`src/rtl/user_flash_pkg.sv`:
```
// Shared definitions for the user flash writer/reader: FSM encoding, flash timing in ns
// and conversion of a duration into clock cycles.
package user_flash_pkg;

    typedef enum logic [3:0] {
        StIdle,
        StNvs,
        StPgs,
        StProg,
        StPgh,
        StErs,
        StNvh,
        StRcv,
        StDone
    } flash_state_e;

    // 25 bits covers Terase (100 ms) at clocks up to 200 MHz.
    localparam int unsigned CntWidth = 25;

    localparam longint unsigned TNvsNs   = 64'd5_000;
    localparam longint unsigned TPgsNs   = 64'd10_000;
    localparam longint unsigned TProgNs  = 64'd16_000;
    localparam longint unsigned TPghNs   = 64'd20;
    localparam longint unsigned TNvhNs   = 64'd5_000;
    localparam longint unsigned TNvh1Ns  = 64'd100_000;
    localparam longint unsigned TRcvNs   = 64'd10_000;
    localparam longint unsigned TEraseNs = 64'd100_000_000;

    // ceil(t_ns * clk_freq / 1e9), never less than one cycle.
    function automatic logic [CntWidth-1:0] ns_to_cycles(input longint unsigned t_ns,
                                                         input longint unsigned clk_freq);
        longint unsigned c;
        c = (t_ns * clk_freq + 64'd999_999_999) / 64'd1_000_000_000;
        if (c == 64'd0) begin
            c = 64'd1;
        end
        return c[CntWidth-1:0];
    endfunction

endpackage

```
`src/rtl/flash_delay_timer.sv`:
```
// Loadable down-counter pacing flash phases; done is high during the last cycle of a phase.
module flash_delay_timer
    import user_flash_pkg::*;
(
    input  logic                clk,
    input  logic                reset_n,
    input  logic                load,
    input  logic [CntWidth-1:0] value,
    input  logic                count,
    output logic                done
);

    logic [CntWidth-1:0] cnt_q;

    always_ff @(posedge clk or negedge reset_n) begin
        if (!reset_n) begin
            cnt_q <= '0;
        end else if (load) begin
            cnt_q <= value;
        end else if (count && (cnt_q != '0)) begin
            cnt_q <= cnt_q - CntWidth'(1);
        end
    end

    assign done = (cnt_q == CntWidth'(1));

endmodule

```
`src/rtl/user_flash_writer.sv`:
```
// Sequences word program and page erase on the user flash primitive; all primitive controls
// are registered and the reader shares the primitive by watching busy.
module user_flash_writer
    import user_flash_pkg::*;
#(
    parameter int unsigned CLK_FREQ = 27_000_000
) (
    input  logic        clk,
    input  logic        reset_n,
    input  logic        select,
    input  logic [3:0]  wstrb,
    input  logic [14:0] addr,
    input  logic [31:0] data_i,
    input  logic        page_erase,
    output logic        ready,
    output logic        err,
    output logic        busy,
    output logic        xe,
    output logic        ye,
    output logic        se,
    output logic        prog,
    output logic        erase,
    output logic        nvstr,
    output logic [8:0]  xadr,
    output logic [5:0]  yadr,
    output logic [31:0] din
);

    localparam longint unsigned Freq = 64'(CLK_FREQ);

    localparam logic [CntWidth-1:0] CNvs   = ns_to_cycles(TNvsNs, Freq);
    localparam logic [CntWidth-1:0] CPgs   = ns_to_cycles(TPgsNs, Freq);
    localparam logic [CntWidth-1:0] CProg  = ns_to_cycles(TProgNs, Freq);
    localparam logic [CntWidth-1:0] CPgh   = ns_to_cycles(TPghNs, Freq);
    localparam logic [CntWidth-1:0] CNvh   = ns_to_cycles(TNvhNs, Freq);
    localparam logic [CntWidth-1:0] CNvh1  = ns_to_cycles(TNvh1Ns, Freq);
    localparam logic [CntWidth-1:0] CRcv   = ns_to_cycles(TRcvNs, Freq);
    localparam logic [CntWidth-1:0] CErase = ns_to_cycles(TEraseNs, Freq);

    flash_state_e        state;
    logic [5:0]          col_q;
    logic [31:0]         data_q;
    logic                erase_q;
    logic                req_ok;
    logic                tmr_load;
    logic                tmr_count;
    logic                tmr_done;
    logic [CntWidth-1:0] tmr_value;

    // Erase ignores wstrb; a program must write the full word.
    assign req_ok = page_erase || (wstrb == 4'hF);
    assign se     = 1'b0;

    flash_delay_timer u_timer (
        .clk     (clk),
        .reset_n (reset_n),
        .load    (tmr_load),
        .value   (tmr_value),
        .count   (tmr_count),
        .done    (tmr_done)
    );

    always_comb begin
        tmr_load  = 1'b0;
        tmr_value = '0;
        tmr_count = (state != StIdle) && (state != StDone);
        case (state)
            StIdle: begin
                tmr_load  = select && req_ok;
                tmr_value = CNvs;
            end
            StNvs: begin
                tmr_load  = tmr_done;
                tmr_value = erase_q ? CErase : CPgs;
            end
            StPgs: begin
                tmr_load  = tmr_done;
                tmr_value = CProg;
            end
            StProg: begin
                tmr_load  = tmr_done;
                tmr_value = CPgh;
            end
            StPgh: begin
                tmr_load  = tmr_done;
                tmr_value = CNvh;
            end
            StErs: begin
                tmr_load  = tmr_done;
                tmr_value = CNvh1;
            end
            StNvh: begin
                tmr_load  = tmr_done;
                tmr_value = CRcv;
            end
            default: begin
                tmr_load  = 1'b0;
                tmr_value = '0;
            end
        endcase
    end

    always_ff @(posedge clk or negedge reset_n) begin
        if (!reset_n) begin
            state   <= StIdle;
            col_q   <= '0;
            data_q  <= '0;
            erase_q <= 1'b0;
            ready   <= 1'b0;
            err     <= 1'b0;
            busy    <= 1'b0;
            xe      <= 1'b0;
            ye      <= 1'b0;
            prog    <= 1'b0;
            erase   <= 1'b0;
            nvstr   <= 1'b0;
            xadr    <= '0;
            yadr    <= '0;
            din     <= '0;
        end else begin
            ready <= 1'b0;
            case (state)
                StIdle: begin
                    if (select) begin
                        col_q   <= addr[5:0];
                        data_q  <= data_i;
                        erase_q <= page_erase;
                        if (req_ok) begin
                            state <= StNvs;
                            busy  <= 1'b1;
                            err   <= 1'b0;
                            xe    <= 1'b1;
                            prog  <= !page_erase;
                            erase <= page_erase;
                            xadr  <= addr[14:6];
                        end else begin
                            state <= StDone;
                            ready <= 1'b1;
                            err   <= 1'b1;
                        end
                    end
                end
                StNvs: begin
                    if (tmr_done) begin
                        nvstr <= 1'b1;
                        state <= erase_q ? StErs : StPgs;
                    end
                end
                StPgs: begin
                    if (tmr_done) begin
                        ye    <= 1'b1;
                        yadr  <= col_q;
                        din   <= data_q;
                        state <= StProg;
                    end
                end
                StProg: begin
                    if (tmr_done) begin
                        ye    <= 1'b0;
                        state <= StPgh;
                    end
                end
                StPgh: begin
                    if (tmr_done) begin
                        prog  <= 1'b0;
                        state <= StNvh;
                    end
                end
                StErs: begin
                    if (tmr_done) begin
                        erase <= 1'b0;
                        state <= StNvh;
                    end
                end
                StNvh: begin
                    if (tmr_done) begin
                        nvstr <= 1'b0;
                        state <= StRcv;
                    end
                end
                StRcv: begin
                    if (tmr_done) begin
                        xe    <= 1'b0;
                        busy  <= 1'b0;
                        ready <= 1'b1;
                        err   <= 1'b0;
                        xadr  <= '0;
                        yadr  <= '0;
                        din   <= '0;
                        state <= StDone;
                    end
                end
                StDone: begin
                    err   <= 1'b0;
                    state <= StIdle;
                end
                default: state <= StIdle;
            endcase
        end
    end

endmodule

```
`config.mk`:
```
export PLATFORM = sky130hd
export DESIGN_NAME = user_flash_writer
export DESIGN_NICKNAME = d
export VERILOG_FILES = /design/src/rtl/user_flash_pkg.sv /design/src/rtl/flash_delay_timer.sv /design/src/rtl/user_flash_writer.sv
export SDC_FILE = /design/constraint.sdc
export NUM_CORES = 1
export LEC_CHECK = 0
export CORE_MARGIN = 2
export CORE_UTILIZATION = 29
export DETAILED_ROUTE_END_ITERATION = 8
export HOLD_SLACK_MARGIN = 0.12
export PLACE_DENSITY = 0.52
export SLEW_MARGIN = 15
export SYNTH_ARGS = -nofsm -noshare
export SYNTH_HDL_FRONTEND = slang
export SYNTH_SLANG_ARGS = --single-unit
```
`constraint.sdc`:
```
create_clock -name clk -period 3.3 [get_ports clk]
set_clock_uncertainty 0.1 [all_clocks]
set_input_delay 0.99 -clock clk [delete_from_list [all_inputs] [get_ports clk]]
set_output_delay 0.99 -clock clk [all_outputs]
set_load 0.03 [all_outputs]
```
==> reports/summary.txt <==
Leak Pwr - 3.28 nW
Post-layout net count - 713
Instance area after placement - 6850 um2
Gate count after technology mapping - 551
CTS tree - yes
Cell taking the most area after synthesis - sky130_fd_sc_hd__dfrtp_1
Port Buf Inserts - 109
Time the worst path needs with I/O delays and setup - 2.67 ns
Hold Path Class - in -> async
Timing-limited maximum frequency - 375 MHz
Number of hold buffers added after cts - 0
Number of cells on the worst reg-to-reg path - 5
Die H - 142 um
Final setup slack of the worst path - 0.630 ns
Area of the multi-input gates - 2220 um2
Critical path type - reg -> reg
Number of enable flip-flop cells after synthesis - 0
Total track usage - 0.150
Post-route design area - 7460 um2
Number of instances in the placed design - 870
Post-synthesis sequential area ratio - 0.555
Number of nets with antenna violations after detailed routing - 0
Synth Net Count - 609
Worst slew pin tran - 0.704 ns
Via count of the first global-routing pass - 4589
Final setup violation count - 0
Count of maximum capacitance violations - 0
Antenna violations before repair - 0
Final HPWL DP - 9.75 mm
P per Cell Area - 808 nW/um2
Post-synth ARST share - 1.00
Worst-path clk slew - 0.06 ns
Critical path startpoint category - flop
Required time reported for the critical path endpoint - 3.51 ns
Library cell with the highest instance count after synthesis - sky130_fd_sc_hd__nand2_1
Number of setup buffers added after CTS - 0
Wire length reported by the detailed router - 14.7 mm
Commonest register cell after synthesis - sky130_fd_sc_hd__dfrtp_1
Maximum number of pins on one net before global-route repair - 73
Share of post-route cells with drive strength above 1 - 0.0973
Maximum fanout count along the critical path - 10
Finished Layout Cells - 902
Maximum number of buffers from clock root to sink - 2
Register bit count reported by yosys - 122
Worst slack after detailed placement - 0.318 ns
Worst setup slack for register-to-register paths - 0.63 ns
Commonest cells in the netlist - sky130_fd_sc_hd__nand2_1 (131), sky130_fd_sc_hd__dfrtp_1 (122), sky130_fd_sc_hd__a22o_1 (47)
Power consumption - 6.02 mW
Vias - 4633
Die outline width - 142 um
Floorplan core area - 18600 um2
Critical register-to-register path startpoint - u_timer.cnt_q[21]$_DFFE_PN0P_
H-tree depth - 4
Boundary Pins - 111
Storage cell area - 3050 um2
Warnings from Yosys - 0
Initial core utilization - 0.295
Placement Rows - 50
Weighted congestion at the end of routability-driven global placement - 0.784
Router iterations before antenna repair - 4
Fraction of synthesized cell area taken by the top area cell type - 0.555
Resized Gates After CTS - 0
Remaining design rule violation count - 0
Total clock buffers created by CTS - 17
Data arrival at the endpoint of the critical path - 2.88 ns
Root Buffer - sky130_fd_sc_hd__clkbuf_16
First-pass GRT wire length - 23.9 mm
Insertion delay to the later sink of the worst-skew pair - 0.42 ns
Fill count - 1856
Number of design-rule violations left by the first detailed-router iteration - 310
Final hold viol count - 0
Result of the run - finished, final reports clean
Setup Total Neg Slack - 0 ns
Normalized max-slew margin - 0.531
Mean number of vias per cell - 5.14
Post-synthesis area per instance - 9.99 um2
Layout overhead on the synthesized area - 35.5%
Final antenna diode count - 0
Critical R2R Capture - xadr[6]$_DFFE_PN0P_
Area enclosed by the die boundary - 20100 um2
GRT overflow - 0
Number of slew-limit violations in the final report - 0
Wire length per cell after detailed routing - 16.3 um
Largest cells by area after synthesis - sky130_fd_sc_hd__dfrtp_1 (55%), sky130_fd_sc_hd__nand2_1 (8.9%), sky130_fd_sc_hd__a22o_1 (7.5%)
Final worst path period share - 0.809
Setup repair after global routing missed its margin - false
Peak supply drop - 0.000335 V
Area of the mapped netlist - 5500 um2
Worst setup EP type - flop
Distinct cell type count after synthesis - 53
Clock sink count - 122
registers in the layout, summed over array words and instances (netlist names):
register and cells:
err 1, data_q 32, xadr 9, col_q 6, ready 1, ye 1
prog 1, xe 1, din 32, erase 1, u_timer.cnt_q 25, yadr 6
nvstr 1, state 4, erase_q 1
logic make-up (layout without fill, tap and decap cells):
| family | after synthesis | in the layout | synth area share |
|---|---|---|---|
| other cells | 1 | 1 | 0.000681 |
| fa+ha+maj | 3 | 3 | 0.00682 |
| buf+inv | 49 | 166 | 0.0430 |
| mux | 1 | 1 | 0.00205 |
| flops | 122 | 122 | 0.555 |
| compound gates | 143 | 143 | 0.186 |
| xor+xnor | 1 | 1 | 0.00159 |
| simple gates | 231 | 231 | 0.205 |
power breakdown:
part	leakage, nW	switching, mW	internal [mW]	total, mW
registers	1.57	0.299	1.92	2.22
clock network	0.292	0.738	1.20	1.94
logic	1.42	1.12	0.747	1.87
total	3.28	2.16	3.87	6.02
worst max path at each step:
stage	to	depth (start not counted)	slack (ns)	startpoint
6_report	xadr[6]$_DFFE_PN0P_	5	0.63	u_timer.cnt_q[21]$_DFFE_PN0P_
5_1_grt	u_timer.cnt_q[16]$_DFFE_PN0P_	6	0.43	u_timer.cnt_q[7]$_DFFE_PN0P_
3_5_place_dp	xadr[2]$_DFFE_PN0P_	5	0.32	page_erase
2_1_floorplan	u_timer.cnt_q[6]$_DFFE_PN0P_	5	0.87	wstrb[2]
4_1_cts	nvstr	1	0.65	nvstr$_DFFE_PN0P_
3_3_place_gp	xadr[1]$_DFFE_PN0P_	5	0.37	wstrb[2]
cell type report:
class | instances | share of cell area
sequential | 122 | 0.409
multi-input combinational | 380 | 0.297
timing repair buffer | 126 | 0.168
clock buffer | 17 | 0.0570
tap | 234 | 0.0393
clock inverter | 15 | 0.0252
inverter | 8 | 0.00403
cells in the final DEF, fill, tap and decap left out, types with 4 or more instances in the layout:
| master | Yosys | final |
|---|---|---|
| sky130_fd_sc_hd__dfrtp_1 | 122 | 122 |
| sky130_fd_sc_hd__nor4_1 | 4 | 4 |
| sky130_fd_sc_hd__nand2b_1 | 5 | 5 |
| sky130_fd_sc_hd__inv_6 | 0 | 6 |
| sky130_fd_sc_hd__or4_1 | 18 | 18 |
| sky130_fd_sc_hd__o21ai_0 | 14 | 14 |
| sky130_fd_sc_hd__clkbuf_16 | 0 | 17 |
| sky130_fd_sc_hd__or2_2 | 5 | 5 |
| sky130_fd_sc_hd__nor3_1 | 7 | 7 |
| sky130_fd_sc_hd__nand4_1 | 8 | 8 |
| sky130_fd_sc_hd__clkdlybuf4s50_1 | 0 | 108 |
| sky130_fd_sc_hd__nand2_1 | 131 | 131 |
| sky130_fd_sc_hd__or3_1 | 13 | 13 |
| sky130_fd_sc_hd__a31oi_1 | 17 | 17 |
| sky130_fd_sc_hd__nand3_1 | 5 | 5 |
| sky130_fd_sc_hd__inv_1 | 8 | 8 |
| sky130_fd_sc_hd__o31ai_1 | 17 | 17 |
| sky130_fd_sc_hd__a21oi_1 | 28 | 28 |
| sky130_fd_sc_hd__a22o_1 | 47 | 47 |
| sky130_fd_sc_hd__buf_4 | 4 | 15 |
| sky130_fd_sc_hd__nor2_1 | 16 | 15 |
per-stage QoR:
stage	util	hold WS, ns
finish	0.400	0.270
global route	0.400	0.257
CTS	0.400	0.256
detailed placement	0.367	0.363
global placement	0.367	0.358
floorplan	-	0.347
routing by layer:
layer / wire (um) / track usage / vias to the layer above / share of wire
met4: 272 / 0.0663 / 0 / 0.018
met3: 640 / 0.0385 / 25 / 0.043
met2: 6900 / 0.231 / 124 / 0.47
met5: 0 / 0 / - / 0
li1: - / - / 2202 / -
met1: 6920 / 0.201 / 2282 / 0.47
critical path, cell delays in order, from the launching register on:
cell,delay [ns]
sky130_fd_sc_hd__dfrtp_1,0.40
sky130_fd_sc_hd__nor3_1,0.45
sky130_fd_sc_hd__and4_1,0.48
sky130_fd_sc_hd__nand4_1,0.33
sky130_fd_sc_hd__o41a_1,0.56
sky130_fd_sc_hd__a22o_1,0.24
Power figures use the tool's default switching activity.
